<file path="config.mk">
export PLATFORM = sky130hd
export DESIGN_NAME = execute_writeback_buffer_flat
export DESIGN_NICKNAME = d
export VERILOG_FILES = /design/src/rtl/execute_writeback_buffer_if.sv /design/src/rtl/execute_writeback_buffer.sv /design/src/flat_wrapper.sv
export SDC_FILE = /design/constraint.sdc
export NUM_CORES = 1
export LEC_CHECK = 0
export ABC_AREA = 0
export CORE_ASPECT_RATIO = 1.75
export CORE_UTILIZATION = 35
export CTS_CLUSTER_DIAMETER = 80
export DETAILED_ROUTE_END_ITERATION = 8
export PLACE_DENSITY_LB_ADDON = 0.2
export SLEW_MARGIN = 10
export SYNTH_ARGS = -nofsm -noshare
export SYNTH_HDL_FRONTEND = slang
export SYNTH_SLANG_ARGS = --single-unit
</file>
<file path="constraint.sdc">
create_clock -name iCLOCK -period 7.85 [get_ports iCLOCK]
set_input_delay 1.9625 -clock iCLOCK [delete_from_list [all_inputs] [get_ports iCLOCK]]
set_output_delay 1.9625 -clock iCLOCK [all_outputs]
set_load 0.02 [all_outputs]
</file>
<file path="src/rtl/execute_writeback_buffer_if.sv">
// rtl/execute_writeback_buffer_if.sv - execute result, forwarding slot and register file commit bundle
// slave is the writeback buffer; master is the execute stage / register file side.
interface execute_writeback_buffer_if;
  logic        iEXE_VALID;
  logic        oEXE_BUSY;
  logic        iEXE_GR_VALID;
  logic [4:0]  iEXE_GR_DEST;
  logic        iEXE_GR_DEST_SYSREG;
  logic [31:0] iEXE_GR_DATA;
  logic        iEXE_SPR_VALID;
  logic [31:0] iEXE_SPR_DATA;

  logic        oWB_GR_VALID;
  logic [4:0]  oWB_GR_DEST;
  logic        oWB_GR_DEST_SYSREG;
  logic [31:0] oWB_GR_DATA;
  logic        oWB_SPR_VALID;
  logic [31:0] oWB_SPR_DATA;

  logic        oPREV_WB_GR_VALID;
  logic [4:0]  oPREV_WB_GR_DEST;
  logic        oPREV_WB_GR_DEST_SYSREG;
  logic [31:0] oPREV_WB_GR_DATA;
  logic        oPREV_WB_SPR_VALID;
  logic [31:0] oPREV_WB_SPR_DATA;

  logic        oRF_VALID;
  logic        iRF_BUSY;
  logic        oRF_GR_WE;
  logic [4:0]  oRF_GR_DEST;
  logic        oRF_GR_DEST_SYSREG;
  logic [31:0] oRF_GR_DATA;
  logic        oRF_SPR_WE;
  logic [31:0] oRF_SPR_DATA;
  logic [1:0]  oPENDING;

  modport slave (
    input  iEXE_VALID, iEXE_GR_VALID, iEXE_GR_DEST, iEXE_GR_DEST_SYSREG, iEXE_GR_DATA,
           iEXE_SPR_VALID, iEXE_SPR_DATA, iRF_BUSY,
    output oEXE_BUSY,
           oWB_GR_VALID, oWB_GR_DEST, oWB_GR_DEST_SYSREG, oWB_GR_DATA, oWB_SPR_VALID, oWB_SPR_DATA,
           oPREV_WB_GR_VALID, oPREV_WB_GR_DEST, oPREV_WB_GR_DEST_SYSREG, oPREV_WB_GR_DATA,
           oPREV_WB_SPR_VALID, oPREV_WB_SPR_DATA,
           oRF_VALID, oRF_GR_WE, oRF_GR_DEST, oRF_GR_DEST_SYSREG, oRF_GR_DATA, oRF_SPR_WE,
           oRF_SPR_DATA, oPENDING
  );

  modport master (
    output iEXE_VALID, iEXE_GR_VALID, iEXE_GR_DEST, iEXE_GR_DEST_SYSREG, iEXE_GR_DATA,
           iEXE_SPR_VALID, iEXE_SPR_DATA, iRF_BUSY,
    input  oEXE_BUSY,
           oWB_GR_VALID, oWB_GR_DEST, oWB_GR_DEST_SYSREG, oWB_GR_DATA, oWB_SPR_VALID, oWB_SPR_DATA,
           oPREV_WB_GR_VALID, oPREV_WB_GR_DEST, oPREV_WB_GR_DEST_SYSREG, oPREV_WB_GR_DATA,
           oPREV_WB_SPR_VALID, oPREV_WB_SPR_DATA,
           oRF_VALID, oRF_GR_WE, oRF_GR_DEST, oRF_GR_DEST_SYSREG, oRF_GR_DATA, oRF_SPR_WE,
           oRF_SPR_DATA, oPENDING
  );
endinterface

</file>
<file path="src/rtl/execute_writeback_buffer.sv">
// rtl/execute_writeback_buffer.sv - WB/PREV_WB forwarding slots plus register file commit queue
// EXECUTE_WB_QUEUE_EN selects the 2-entry commit queue; otherwise a single output register.
module execute_writeback_buffer (
  input logic                      iCLOCK,
  input logic                      iRESET,
  input logic                      iRESET_SYNC,
  execute_writeback_buffer_if.slave bus
);

  typedef struct packed {
    logic        gr_valid;
    logic [4:0]  gr_dest;
    logic        gr_sysreg;
    logic [31:0] gr_data;
    logic        spr_valid;
    logic [31:0] spr_data;
  } wb_entry_t;

  wb_entry_t incoming, wb_q, prev_q, head;
  logic      accept, wb_accept, pop, busy, head_valid;
  logic [1:0] pending;

  assign incoming  = {bus.iEXE_GR_VALID, bus.iEXE_GR_DEST, bus.iEXE_GR_DEST_SYSREG,
                      bus.iEXE_GR_DATA, bus.iEXE_SPR_VALID, bus.iEXE_SPR_DATA};
  assign accept    = bus.iEXE_VALID && !busy;
  assign wb_accept = accept && (bus.iEXE_GR_VALID || bus.iEXE_SPR_VALID);
  assign pop       = head_valid && !bus.iRF_BUSY;

  // Forwarding slots only move on a real writeback; queue drain leaves them alone.
  always_ff @(posedge iCLOCK or posedge iRESET) begin
    if (iRESET) begin
      wb_q   <= '0;
      prev_q <= '0;
    end else if (iRESET_SYNC) begin
      wb_q   <= '0;
      prev_q <= '0;
    end else if (wb_accept) begin
      prev_q <= wb_q;
      wb_q   <= incoming;
    end
  end

`ifdef EXECUTE_WB_QUEUE_EN
  wb_entry_t  mem [2];
  logic       wr_ptr, rd_ptr;
  logic [1:0] count;

  always_ff @(posedge iCLOCK or posedge iRESET) begin
    if (iRESET) begin
      mem[0] <= '0;
      mem[1] <= '0;
      wr_ptr <= 1'b0;
      rd_ptr <= 1'b0;
      count  <= 2'd0;
    end else if (iRESET_SYNC) begin
      mem[0] <= '0;
      mem[1] <= '0;
      wr_ptr <= 1'b0;
      rd_ptr <= 1'b0;
      count  <= 2'd0;
    end else begin
      if (wb_accept) begin
        mem[wr_ptr] <= incoming;
        wr_ptr      <= ~wr_ptr;
      end
      if (pop) rd_ptr <= ~rd_ptr;
      case ({wb_accept, pop})
        2'b10:   count <= count + 2'd1;
        2'b01:   count <= count - 2'd1;
        default: count <= count;
      endcase
    end
  end

  assign head_valid = (count != 2'd0);
  assign head       = head_valid ? mem[rd_ptr] : '0;
  assign busy       = (count == 2'd2);
  assign pending    = count;
`else
  wb_entry_t hold_q;
  logic      hold_valid;

  // A new result may replace the held entry in the same cycle it is popped.
  always_ff @(posedge iCLOCK or posedge iRESET) begin
    if (iRESET) begin
      hold_q     <= '0;
      hold_valid <= 1'b0;
    end else if (iRESET_SYNC) begin
      hold_q     <= '0;
      hold_valid <= 1'b0;
    end else if (wb_accept) begin
      hold_q     <= incoming;
      hold_valid <= 1'b1;
    end else if (pop) begin
      hold_valid <= 1'b0;
    end
  end

  assign head_valid = hold_valid;
  assign head       = hold_valid ? hold_q : '0;
  assign busy       = hold_valid && bus.iRF_BUSY;
  assign pending    = {1'b0, hold_valid};
`endif

  assign bus.oEXE_BUSY = busy;
  assign bus.oPENDING  = pending;

  assign bus.oWB_GR_VALID       = wb_q.gr_valid;
  assign bus.oWB_GR_DEST        = wb_q.gr_dest;
  assign bus.oWB_GR_DEST_SYSREG = wb_q.gr_sysreg;
  assign bus.oWB_GR_DATA        = wb_q.gr_data;
  assign bus.oWB_SPR_VALID      = wb_q.spr_valid;
  assign bus.oWB_SPR_DATA       = wb_q.spr_data;

  assign bus.oPREV_WB_GR_VALID       = prev_q.gr_valid;
  assign bus.oPREV_WB_GR_DEST        = prev_q.gr_dest;
  assign bus.oPREV_WB_GR_DEST_SYSREG = prev_q.gr_sysreg;
  assign bus.oPREV_WB_GR_DATA        = prev_q.gr_data;
  assign bus.oPREV_WB_SPR_VALID      = prev_q.spr_valid;
  assign bus.oPREV_WB_SPR_DATA       = prev_q.spr_data;

  assign bus.oRF_VALID          = head_valid;
  assign bus.oRF_GR_WE          = head.gr_valid;
  assign bus.oRF_GR_DEST        = head.gr_dest;
  assign bus.oRF_GR_DEST_SYSREG = head.gr_sysreg;
  assign bus.oRF_GR_DATA        = head.gr_data;
  assign bus.oRF_SPR_WE         = head.spr_valid;
  assign bus.oRF_SPR_DATA       = head.spr_data;

endmodule

</file>
<file path="src/flat_wrapper.sv">
// flat-port wrapper written by rule: the top's interface ports become plain ports
module execute_writeback_buffer_flat 
  (iCLOCK, iRESET, iRESET_SYNC, bus_iEXE_VALID, bus_iEXE_GR_VALID, bus_iEXE_GR_DEST, bus_iEXE_GR_DEST_SYSREG, bus_iEXE_GR_DATA, bus_iEXE_SPR_VALID, bus_iEXE_SPR_DATA, bus_iRF_BUSY, bus_oEXE_BUSY, bus_oWB_GR_VALID, bus_oWB_GR_DEST, bus_oWB_GR_DEST_SYSREG, bus_oWB_GR_DATA, bus_oWB_SPR_VALID, bus_oWB_SPR_DATA, bus_oPREV_WB_GR_VALID, bus_oPREV_WB_GR_DEST, bus_oPREV_WB_GR_DEST_SYSREG, bus_oPREV_WB_GR_DATA, bus_oPREV_WB_SPR_VALID, bus_oPREV_WB_SPR_DATA, bus_oRF_VALID, bus_oRF_GR_WE, bus_oRF_GR_DEST, bus_oRF_GR_DEST_SYSREG, bus_oRF_GR_DATA, bus_oRF_SPR_WE, bus_oRF_SPR_DATA, bus_oPENDING);
  execute_writeback_buffer_if bus_i ();
  input logic iCLOCK;
  input logic iRESET;
  input logic iRESET_SYNC;
  input wire logic [$bits(bus_i.iEXE_VALID)-1:0] bus_iEXE_VALID;
  input wire logic [$bits(bus_i.iEXE_GR_VALID)-1:0] bus_iEXE_GR_VALID;
  input wire logic [$bits(bus_i.iEXE_GR_DEST)-1:0] bus_iEXE_GR_DEST;
  input wire logic [$bits(bus_i.iEXE_GR_DEST_SYSREG)-1:0] bus_iEXE_GR_DEST_SYSREG;
  input wire logic [$bits(bus_i.iEXE_GR_DATA)-1:0] bus_iEXE_GR_DATA;
  input wire logic [$bits(bus_i.iEXE_SPR_VALID)-1:0] bus_iEXE_SPR_VALID;
  input wire logic [$bits(bus_i.iEXE_SPR_DATA)-1:0] bus_iEXE_SPR_DATA;
  input wire logic [$bits(bus_i.iRF_BUSY)-1:0] bus_iRF_BUSY;
  output wire logic [$bits(bus_i.oEXE_BUSY)-1:0] bus_oEXE_BUSY;
  output wire logic [$bits(bus_i.oWB_GR_VALID)-1:0] bus_oWB_GR_VALID;
  output wire logic [$bits(bus_i.oWB_GR_DEST)-1:0] bus_oWB_GR_DEST;
  output wire logic [$bits(bus_i.oWB_GR_DEST_SYSREG)-1:0] bus_oWB_GR_DEST_SYSREG;
  output wire logic [$bits(bus_i.oWB_GR_DATA)-1:0] bus_oWB_GR_DATA;
  output wire logic [$bits(bus_i.oWB_SPR_VALID)-1:0] bus_oWB_SPR_VALID;
  output wire logic [$bits(bus_i.oWB_SPR_DATA)-1:0] bus_oWB_SPR_DATA;
  output wire logic [$bits(bus_i.oPREV_WB_GR_VALID)-1:0] bus_oPREV_WB_GR_VALID;
  output wire logic [$bits(bus_i.oPREV_WB_GR_DEST)-1:0] bus_oPREV_WB_GR_DEST;
  output wire logic [$bits(bus_i.oPREV_WB_GR_DEST_SYSREG)-1:0] bus_oPREV_WB_GR_DEST_SYSREG;
  output wire logic [$bits(bus_i.oPREV_WB_GR_DATA)-1:0] bus_oPREV_WB_GR_DATA;
  output wire logic [$bits(bus_i.oPREV_WB_SPR_VALID)-1:0] bus_oPREV_WB_SPR_VALID;
  output wire logic [$bits(bus_i.oPREV_WB_SPR_DATA)-1:0] bus_oPREV_WB_SPR_DATA;
  output wire logic [$bits(bus_i.oRF_VALID)-1:0] bus_oRF_VALID;
  output wire logic [$bits(bus_i.oRF_GR_WE)-1:0] bus_oRF_GR_WE;
  output wire logic [$bits(bus_i.oRF_GR_DEST)-1:0] bus_oRF_GR_DEST;
  output wire logic [$bits(bus_i.oRF_GR_DEST_SYSREG)-1:0] bus_oRF_GR_DEST_SYSREG;
  output wire logic [$bits(bus_i.oRF_GR_DATA)-1:0] bus_oRF_GR_DATA;
  output wire logic [$bits(bus_i.oRF_SPR_WE)-1:0] bus_oRF_SPR_WE;
  output wire logic [$bits(bus_i.oRF_SPR_DATA)-1:0] bus_oRF_SPR_DATA;
  output wire logic [$bits(bus_i.oPENDING)-1:0] bus_oPENDING;
  assign bus_i.iEXE_VALID = bus_iEXE_VALID;
  assign bus_i.iEXE_GR_VALID = bus_iEXE_GR_VALID;
  assign bus_i.iEXE_GR_DEST = bus_iEXE_GR_DEST;
  assign bus_i.iEXE_GR_DEST_SYSREG = bus_iEXE_GR_DEST_SYSREG;
  assign bus_i.iEXE_GR_DATA = bus_iEXE_GR_DATA;
  assign bus_i.iEXE_SPR_VALID = bus_iEXE_SPR_VALID;
  assign bus_i.iEXE_SPR_DATA = bus_iEXE_SPR_DATA;
  assign bus_i.iRF_BUSY = bus_iRF_BUSY;
  assign bus_oEXE_BUSY = bus_i.oEXE_BUSY;
  assign bus_oWB_GR_VALID = bus_i.oWB_GR_VALID;
  assign bus_oWB_GR_DEST = bus_i.oWB_GR_DEST;
  assign bus_oWB_GR_DEST_SYSREG = bus_i.oWB_GR_DEST_SYSREG;
  assign bus_oWB_GR_DATA = bus_i.oWB_GR_DATA;
  assign bus_oWB_SPR_VALID = bus_i.oWB_SPR_VALID;
  assign bus_oWB_SPR_DATA = bus_i.oWB_SPR_DATA;
  assign bus_oPREV_WB_GR_VALID = bus_i.oPREV_WB_GR_VALID;
  assign bus_oPREV_WB_GR_DEST = bus_i.oPREV_WB_GR_DEST;
  assign bus_oPREV_WB_GR_DEST_SYSREG = bus_i.oPREV_WB_GR_DEST_SYSREG;
  assign bus_oPREV_WB_GR_DATA = bus_i.oPREV_WB_GR_DATA;
  assign bus_oPREV_WB_SPR_VALID = bus_i.oPREV_WB_SPR_VALID;
  assign bus_oPREV_WB_SPR_DATA = bus_i.oPREV_WB_SPR_DATA;
  assign bus_oRF_VALID = bus_i.oRF_VALID;
  assign bus_oRF_GR_WE = bus_i.oRF_GR_WE;
  assign bus_oRF_GR_DEST = bus_i.oRF_GR_DEST;
  assign bus_oRF_GR_DEST_SYSREG = bus_i.oRF_GR_DEST_SYSREG;
  assign bus_oRF_GR_DATA = bus_i.oRF_GR_DATA;
  assign bus_oRF_SPR_WE = bus_i.oRF_SPR_WE;
  assign bus_oRF_SPR_DATA = bus_i.oRF_SPR_DATA;
  assign bus_oPENDING = bus_i.oPENDING;
  execute_writeback_buffer u_core (.iCLOCK(iCLOCK), .iRESET(iRESET), .iRESET_SYNC(iRESET_SYNC), .bus(bus_i));
endmodule
</file>
# ---- Word-level counts from Yosys, hierarchy flattened
# Index checks and enable logic that the tools add are counted.
dict set report op_classes {
  addsub 0
  mul 0
  n_div 0
  magnitude_cmp 0
  n_eq_ne 0
  shift 0
  muxes 8
  n_bitwise 0
  n_reduce_logical 9
}
# operator n
set op_table {}
lappend op_table {{two-way mux 72 bit} 5}
lappend op_table {{logical AND 1 bit} 4}
lappend op_table {{two-way mux 1 bit} 3}
lappend op_table {{nonzero test 3 bit} 1}
lappend op_table {{logical NOT 1 bit} 2}
lappend op_table {{nonzero test 2 bit} 1}
lappend op_table {{logical OR 1 bit} 1}
dict set report word_totals {
  regBits 145
  latch_bits 0
  mem_bits_rw 0
  romBits 0
  in_bits 77
  out_inout_bits 220
  elab_cells 30
  memories 0
}

# ---- Longest topological paths before layout
# Gate-level depths: netlist of the first run.
dict set report logic_depth {
  ltp_word 6
  mapped_depth 8
  ltp_nobuf 4
}

# ---- Worst setup path after synthesis of the first run
# Ideal clock, no wire load.
dict set report synth_path {
  path_kind {in2out}
  startpoint {in bus_iRF_BUSY}
  endpoint {out bus_oEXE_BUSY}
  arrival_time_ns 2.136
  required_ns 5.887
  slack_ns 3.752
  cell_stages 2
  path_buffers 0
  cell_sequence {nand2_2 > inv_2}
}
dict set report synth_between {
  elab_chain_cells 1
}
# element line
set synth_rtl {}
lappend synth_rtl {{from (decl)} flat_wrapper.sv:15} ;# input wire logic [$bits(bus_i.iRF_BUSY)-1:0] bus_iRF_BUSY;
lappend synth_rtl {{logical AND 1 bit} execute_writeback_buffer.sv:101} ;# assign busy = hold_valid && bus.iRF_BUSY;
lappend synth_rtl {{to (decl)} flat_wrapper.sv:16} ;# output wire logic [$bits(bus_i.oEXE_BUSY)-1:0] bus_oEXE_BUSY;
# No other way between the ends.

# ---- Worst setup path in the final report of the first run
# Same ends and word-level chain as after synthesis.

==> results of run 1 <==
-- logic make-up after synthesis --
kind of cell,count (synthesis),share of synthesized area
simple gates,74,0.0840
flops,145,0.644
other cells,1,0.000666
compound gates,147,0.228
buf+inv,43,0.0435
-- metrics by stage --
step	worst slack, ps	power [mW]
2_1_floorplan	1990	0.952
3_3_place_gp	2640	1.09
3_5_place_dp	2640	1.09
4_1_cts	2630	1.94
5_1_grt	2600	1.99
6_report	2640	1.92
-- layout make-up --
type | count | area [um2]
inverters | 2 | 12.5
repair buffers | 300 | 3010
clock inverters | 12 | 185
flip-flops and latches | 145 | 3630
well taps | 189 | 236
multi-input cells | 222 | 1760
clock buffers | 18 | 429
fillers | 1340 | 6530
-- sequential cells by signal, summed over array words and instances, names as in the netlist --
register                            cells
u_core.bus.oWB_GR_VALID                 1
u_core.bus.oRF_VALID                    1
u_core.bus.oWB_GR_DEST                  5
u_core.bus.oPREV_WB_GR_DATA            32
u_core.bus.oWB_GR_DATA                 32
u_core.bus.oPREV_WB_GR_DEST             5
u_core.bus.oPREV_WB_SPR_DATA           32
u_core.bus.oWB_SPR_VALID                1
u_core.bus.oWB_GR_DEST_SYSREG           1
u_core.bus.oPREV_WB_GR_DEST_SYSREG      1
u_core.bus.oPREV_WB_GR_VALID            1
u_core.bus.oPREV_WB_SPR_VALID           1
u_core.bus.oWB_SPR_DATA                32
-- critical path, cell delays in order --
cell and delay [ps]:
clkdlybuf4s50_1 470, nand2_2 60, inv_2 140, clkdlybuf4s50_1 610
-- metal layers --
layer  global-route usage  vias to the layer above  wire length (um)
met3               0.0560                       22              1040
met2                0.348                      174              8840
li1                     -                     2056                 -
met5                    0                        -                 0
met4               0.0876                        0               340
met1                0.231                     2308              6260
-- power by group --
group	switching, mW	internal (mW)
clock network	0.311	0.531
logic	0.130	0.133
registers	0.0368	0.780
total	0.478	1.44
-- worst paths after layout --
path                                                 start                              end  slack, ps  depth (start not counted)
setup reg to reg                      u_core.bus.oRF_VALID       u_core.bus.oWB_GR_DATA[18]       4730                          5
hold / removal             u_core.bus.oPREV_WB_GR_DATA[24]  u_core.bus.oPREV_WB_GR_DATA[24]        500                          1
hold reg to reg            u_core.bus.oPREV_WB_GR_DATA[24]  u_core.bus.oPREV_WB_GR_DATA[24]        500                          1
setup / recovery                              bus_iRF_BUSY                    bus_oEXE_BUSY       2640                          4
max in group asynchronous                           iRESET   u_core.bus.oPREV_WB_GR_DATA[5]       4750                          4
min in group asynchronous                           iRESET       u_core.bus.oWB_GR_DATA[16]       1970                          2
-- placed cells by master (no fill, tap or decap) --
| master | count |
|---|---|
| o21ba_4 | 1 |
| inv_2 | 1 |
| dfrtp_1 | 144 |
| o21ai_1 | 1 |
| bufinv_16 | 4 |
| dfrtp_2 | 1 |
| a22o_1 | 144 |
| nand2_2 | 1 |
| buf_4 | 4 |
| clkbuf_16 | 17 |
| inv_6 | 3 |
| clkinvlp_4 | 4 |
| clkdlybuf4s50_1 | 295 |
| buf_16 | 1 |
| a21oi_1 | 1 |
| clkbuf_1 | 1 |
| conb_1 | 1 |
| nor3_4 | 1 |
| and2_1 | 72 |
| clkinv_4 | 2 |
==> impl_results.md, run 1 <==
* Status: finished, violations left
* Failing checks: DRC
* Clk_skew at 7.66 ps
* # rows at 61
* # clock sinks at approximately 150
* Top post-synthesis cells by count: dfrtp_1 (145), a22o_1 (144), and2_1 (72)
* DRT iter0 DRCs at 220
* Lkg Pwr at approximately 4.1 nW
* Drt wl/cell at around 19 um
* Layout cells sized above 1 at 0.0572
* Total number of vias at 4560
* Netlist cell types at 15
* Clock-pin slew on the worst setup and hold paths at approximately 60 ps
* Placed Cells at ~860
* DRC Markers at 17
* Peak Freq at 192 MHz
* Setup TNS at 0 ps
* Starting Density at 0.356
* IO Count at ~300
* Share of the synthesized area in the top cell type at 0.644
* Mapped Cells at a little over 400
* Initial antenna violation count at 0
* Drt first pass iters at 6
* Least-Margin Pin Slew at just over 1000 ps
* H-tree Lvls at 4
* Port Buffers at 295
* CP Class: in -> out
* Die X at between 90 and 100 um
* Post-synth EDFFs at 0
* Tot GR Track Use at 0.201
* Die Area at roughly 17000 um2
* Ranking of synthesized cells by area: dfrtp_1 (64%), a22o_1 (22%), and2_1 (8.0%), buf_2 (1.4%), buf_6 (1.4%)
* Fin. Hold Viols at 0
* Vias in the first global route at ~4700
* Vias per inst at approximately 5
* Most used standard cell by instance count after synthesis: dfrtp_1
* Post-CTS Setup Bufs at 0
* Sequential share of the synthesized area at 0.644
* Post-CTS Resized at 0
* Final #Nets at about 770
* Final Util at 0.587
* Mapped Area at around 5600 um2
* Seq cells post-synth at between 100 and 150
* Antenna-violating nets left at 0
* Area delta synth->final at 64.6%
* Hold buffer count at CTS at 0
* Final WL at between 15 and 20 mm
* Main flop type after synthesis: dfrtp_1
* Placer Congestion at between 0.7 and 0.8
* CTS tree: done
* Fin crit share at 0.664
* Placement Cell Area at 8630 um2
* Worst Setup End Kind: output pin
* Peak VDD IR at 125 uV
* Required @ worst endpoint at between 5000 and 6000 ps
* Synth warnings at 0
* Max-cap violations at 0
* RSZ-0062 raised after global routing: false
* Hold crit path type: reg -> reg
* Final Instance Count excl. Fillers at a little under 900
* Core box area at about 16000 um2
* Mapped Nets at between 400 and 500
* Die Y at roughly 170 um
* Pins Over Slew Limit at 0
* Worst rel slew slack at 0.324
* Congestion Overflow GR at 0
* Num CTS Buffers at 17
* Clk Latency, worst-skew pair at between 400 and 500 ps
* Largest net degree at the start of global routing at 95
* Crit start category: input pin
* Cell area after layout at roughly 9300 um2
* Final worst path period need at between 5000 and 6000 ps
* Root Buffer: clkbuf_16
* DP HPWL at 11.1 mm
* First-pass GRT wire length at ~26 mm
* Avg Cell Area, Syn at 13.7 um2
* Worst Path Max Fanout at 3
* Clock Tree Buf Depth at 2
* WP data arrival at 3250 ps
* Antenna cell count at 0
* Hold_ws at ~500 ps
* Yosys top cell by area: dfrtp_1
* Pwr Density at approximately 210 nW/um2
* Async SR Flop Fraction at 1.00
* # setup viols final at 0
Note: power is estimated with default switching activity, not from simulation.
==> run 2, diff against run 1 <==
==> constraint.sdc (replaced) <==
create_clock -name iCLOCK -period 5.4 [get_ports iCLOCK]
set_input_delay 1.35 -clock iCLOCK [delete_from_list [all_inputs] [get_ports iCLOCK]]
set_output_delay 1.35 -clock iCLOCK [all_outputs]
set_load 0.02 [all_outputs]
==> impl_results.md, run 2 (synthesized netlist as in run 1, its figures left out) <==
* Port Buffers at 295
* Leading cell type in the layout, fill and taps excluded: clkdlybuf4s50_1
* Final WL at ~16 mm
* Clock-pin slew on the worst setup and hold paths at 50 ps
* DRC Markers at 17
* Crit start category: input pin
* Fin. Hold Viols at 0
* Placer Congestion at 0.749
* Most frequent cells in the layout: clkdlybuf4s50_1 (295), a22o_1 (144), dfrtp_1 (144), and2_1 (72), clkbuf_16 (17)
* Setup TNS at 0 ps
* Total number of vias at 4504
* Pins Over Slew Limit at 0
* Final Util at 0.585
* Least-Margin Pin Slew at 1020 ps
* Final Instance Count excl. Fillers at about 890
* R2R Setup Slk at roughly 2700 ps
* IO Count at 297
* Clk Latency, worst-skew pair at 410 ps
* Core box area at around 16000 um2
* Worst rel slew slack at 0.319
* Drt first pass iters at 6
* Required @ worst endpoint at slightly above 4000 ps
* Hold crit path type: reg -> reg
* Post-CTS Resized at 0
* # setup viols final at 0
* First-pass GRT wire length at about 25 mm
* Drt wl/cell at about 18 um
* Vias per inst at between 5 and 6
* Root Buffer: clkbuf_16
* Die X at approximately 100 um
* H-tree Lvls at 4
* Failing checks: DRC
* Layout cells sized above 1 at 0.0558
* CP Class: in -> out
* Clk_skew at slightly below 10 ps
* Fin crit share at 0.743
* Die Y at ~170 um
* Starting Density at 0.356
* RSZ-0062 raised after global routing: false
* CTS tree: done
* Hold_ws at between 400 and 500 ps
* Antenna cell count at 0
* Max-cap violations at 0
* Worst Path Max Fanout at 3
* DRT iter0 DRCs at around 200
* Initial antenna violation count at 0
* Tot GR Track Use at 0.196
* Filler cells at 1355
* # clock sinks at ~150
* Status: finished, violations left
* Final #Nets at roughly 760
* DP HPWL at ~11 mm
* Peak VDD IR at roughly 190 uV
* Pwr Density at between 200 and 300 nW/um2
* Placed Cells at roughly 860
* Hold buffer count at CTS at 0
* Congestion Overflow GR at 0
* Lkg Pwr at between 4 and 5 nW
* Antenna-violating nets left at 0
* Worst Setup End Kind: output pin
* Peak Freq at between 200 and 250 MHz
* Clock Tree Buf Depth at 2
* Largest net degree at the start of global routing at between 100 and 150
* Vias in the first global route at ~4600
* Final worst path period need at around 4000 ps
* # rows at ~60
* Area delta synth->final at 64.1%
* WP data arrival at roughly 2700 ps
* Num CTS Buffers at 17
* Die Area at 16600 um2
* Post-CTS Setup Bufs at 0
run 2: changes by cell type in the layout (fill, tap and decap cells not counted):
cell,previous run,this run
bufinv_16,4,3
inv_6,3,4
buf_16,1,0
clkinvlp_4,4,2
clkinv_2,0,2
buf_12,0,2
buf_4,4,2
clkbuf_1,1,2
run 2: through the flow:
step | setup slack [ps] | power [mW] | cell area [um2]
4_1_cts | 1380 | 2.78 | 9240
3_5_place_dp | 1390 | 1.59 | 8650
3_3_place_gp | 1410 | 1.59 | 8650
5_1_grt | 1340 | 2.85 | 9240
6_report | 1390 | 2.75 | 9240
2_1_floorplan | 155 | 1.38 | 5630
run 2: power breakdown:
group | leakage (nW) | internal [mW] | switching (mW)
logic | 1.79 | 0.194 | 0.188
clock network | 0.284 | 0.728 | 0.450
registers | 1.98 | 1.13 | 0.0535
run 2: routing by layer:
layer | part of all wire | vias to the layer above | global-route usage
met2 | 0.54 | 155 | 0.347
met5 | 0 | - | 0
met4 | 0.012 | 0 | 0.0586
met3 | 0.060 | 12 | 0.0523
li1 | - | 2056 | -
met1 | 0.39 | 2281 | 0.230
run 2: layout make-up:
| type | instances | area, um2 | share of cell area |
|---|---|---|---|
| Clock buffer | 19 | 433 | 0.0468 |
| Clock inverter | 12 | 159 | 0.0172 |
| Inverter | 2 | 12.5 | 0.00135 |
| Multi-Input combinational cell | 222 | 1760 | 0.191 |
| Sequential cell | 145 | 3630 | 0.393 |
| Tap cell | 189 | 236 | 0.0256 |
| Timing Repair Buffer | 299 | 3010 | 0.325 |
run 2: final timing paths:
kind                       cells after the start                                to                       startpoint
min reg2reg                                    1   u_core.bus.oPREV_WB_GR_DATA[30]  u_core.bus.oPREV_WB_GR_DATA[30]
max in group asynchronous                      3         u_core.bus.oWB_GR_DATA[5]                           iRESET
min in group asynchronous                      2    u_core.bus.oPREV_WB_GR_DATA[7]                           iRESET
max reg2reg                                    5  u_core.bus.oPREV_WB_SPR_DATA[16]             u_core.bus.oRF_VALID
min                                            1   u_core.bus.oPREV_WB_GR_DATA[30]  u_core.bus.oPREV_WB_GR_DATA[30]
max                                            4                     bus_oEXE_BUSY                     bus_iRF_BUSY
run 2: worst max-delay path: stages:
cell and delay, ps:
clkdlybuf4s50_1 480, nand2_2 70, inv_2 150, clkdlybuf4s50_1 620
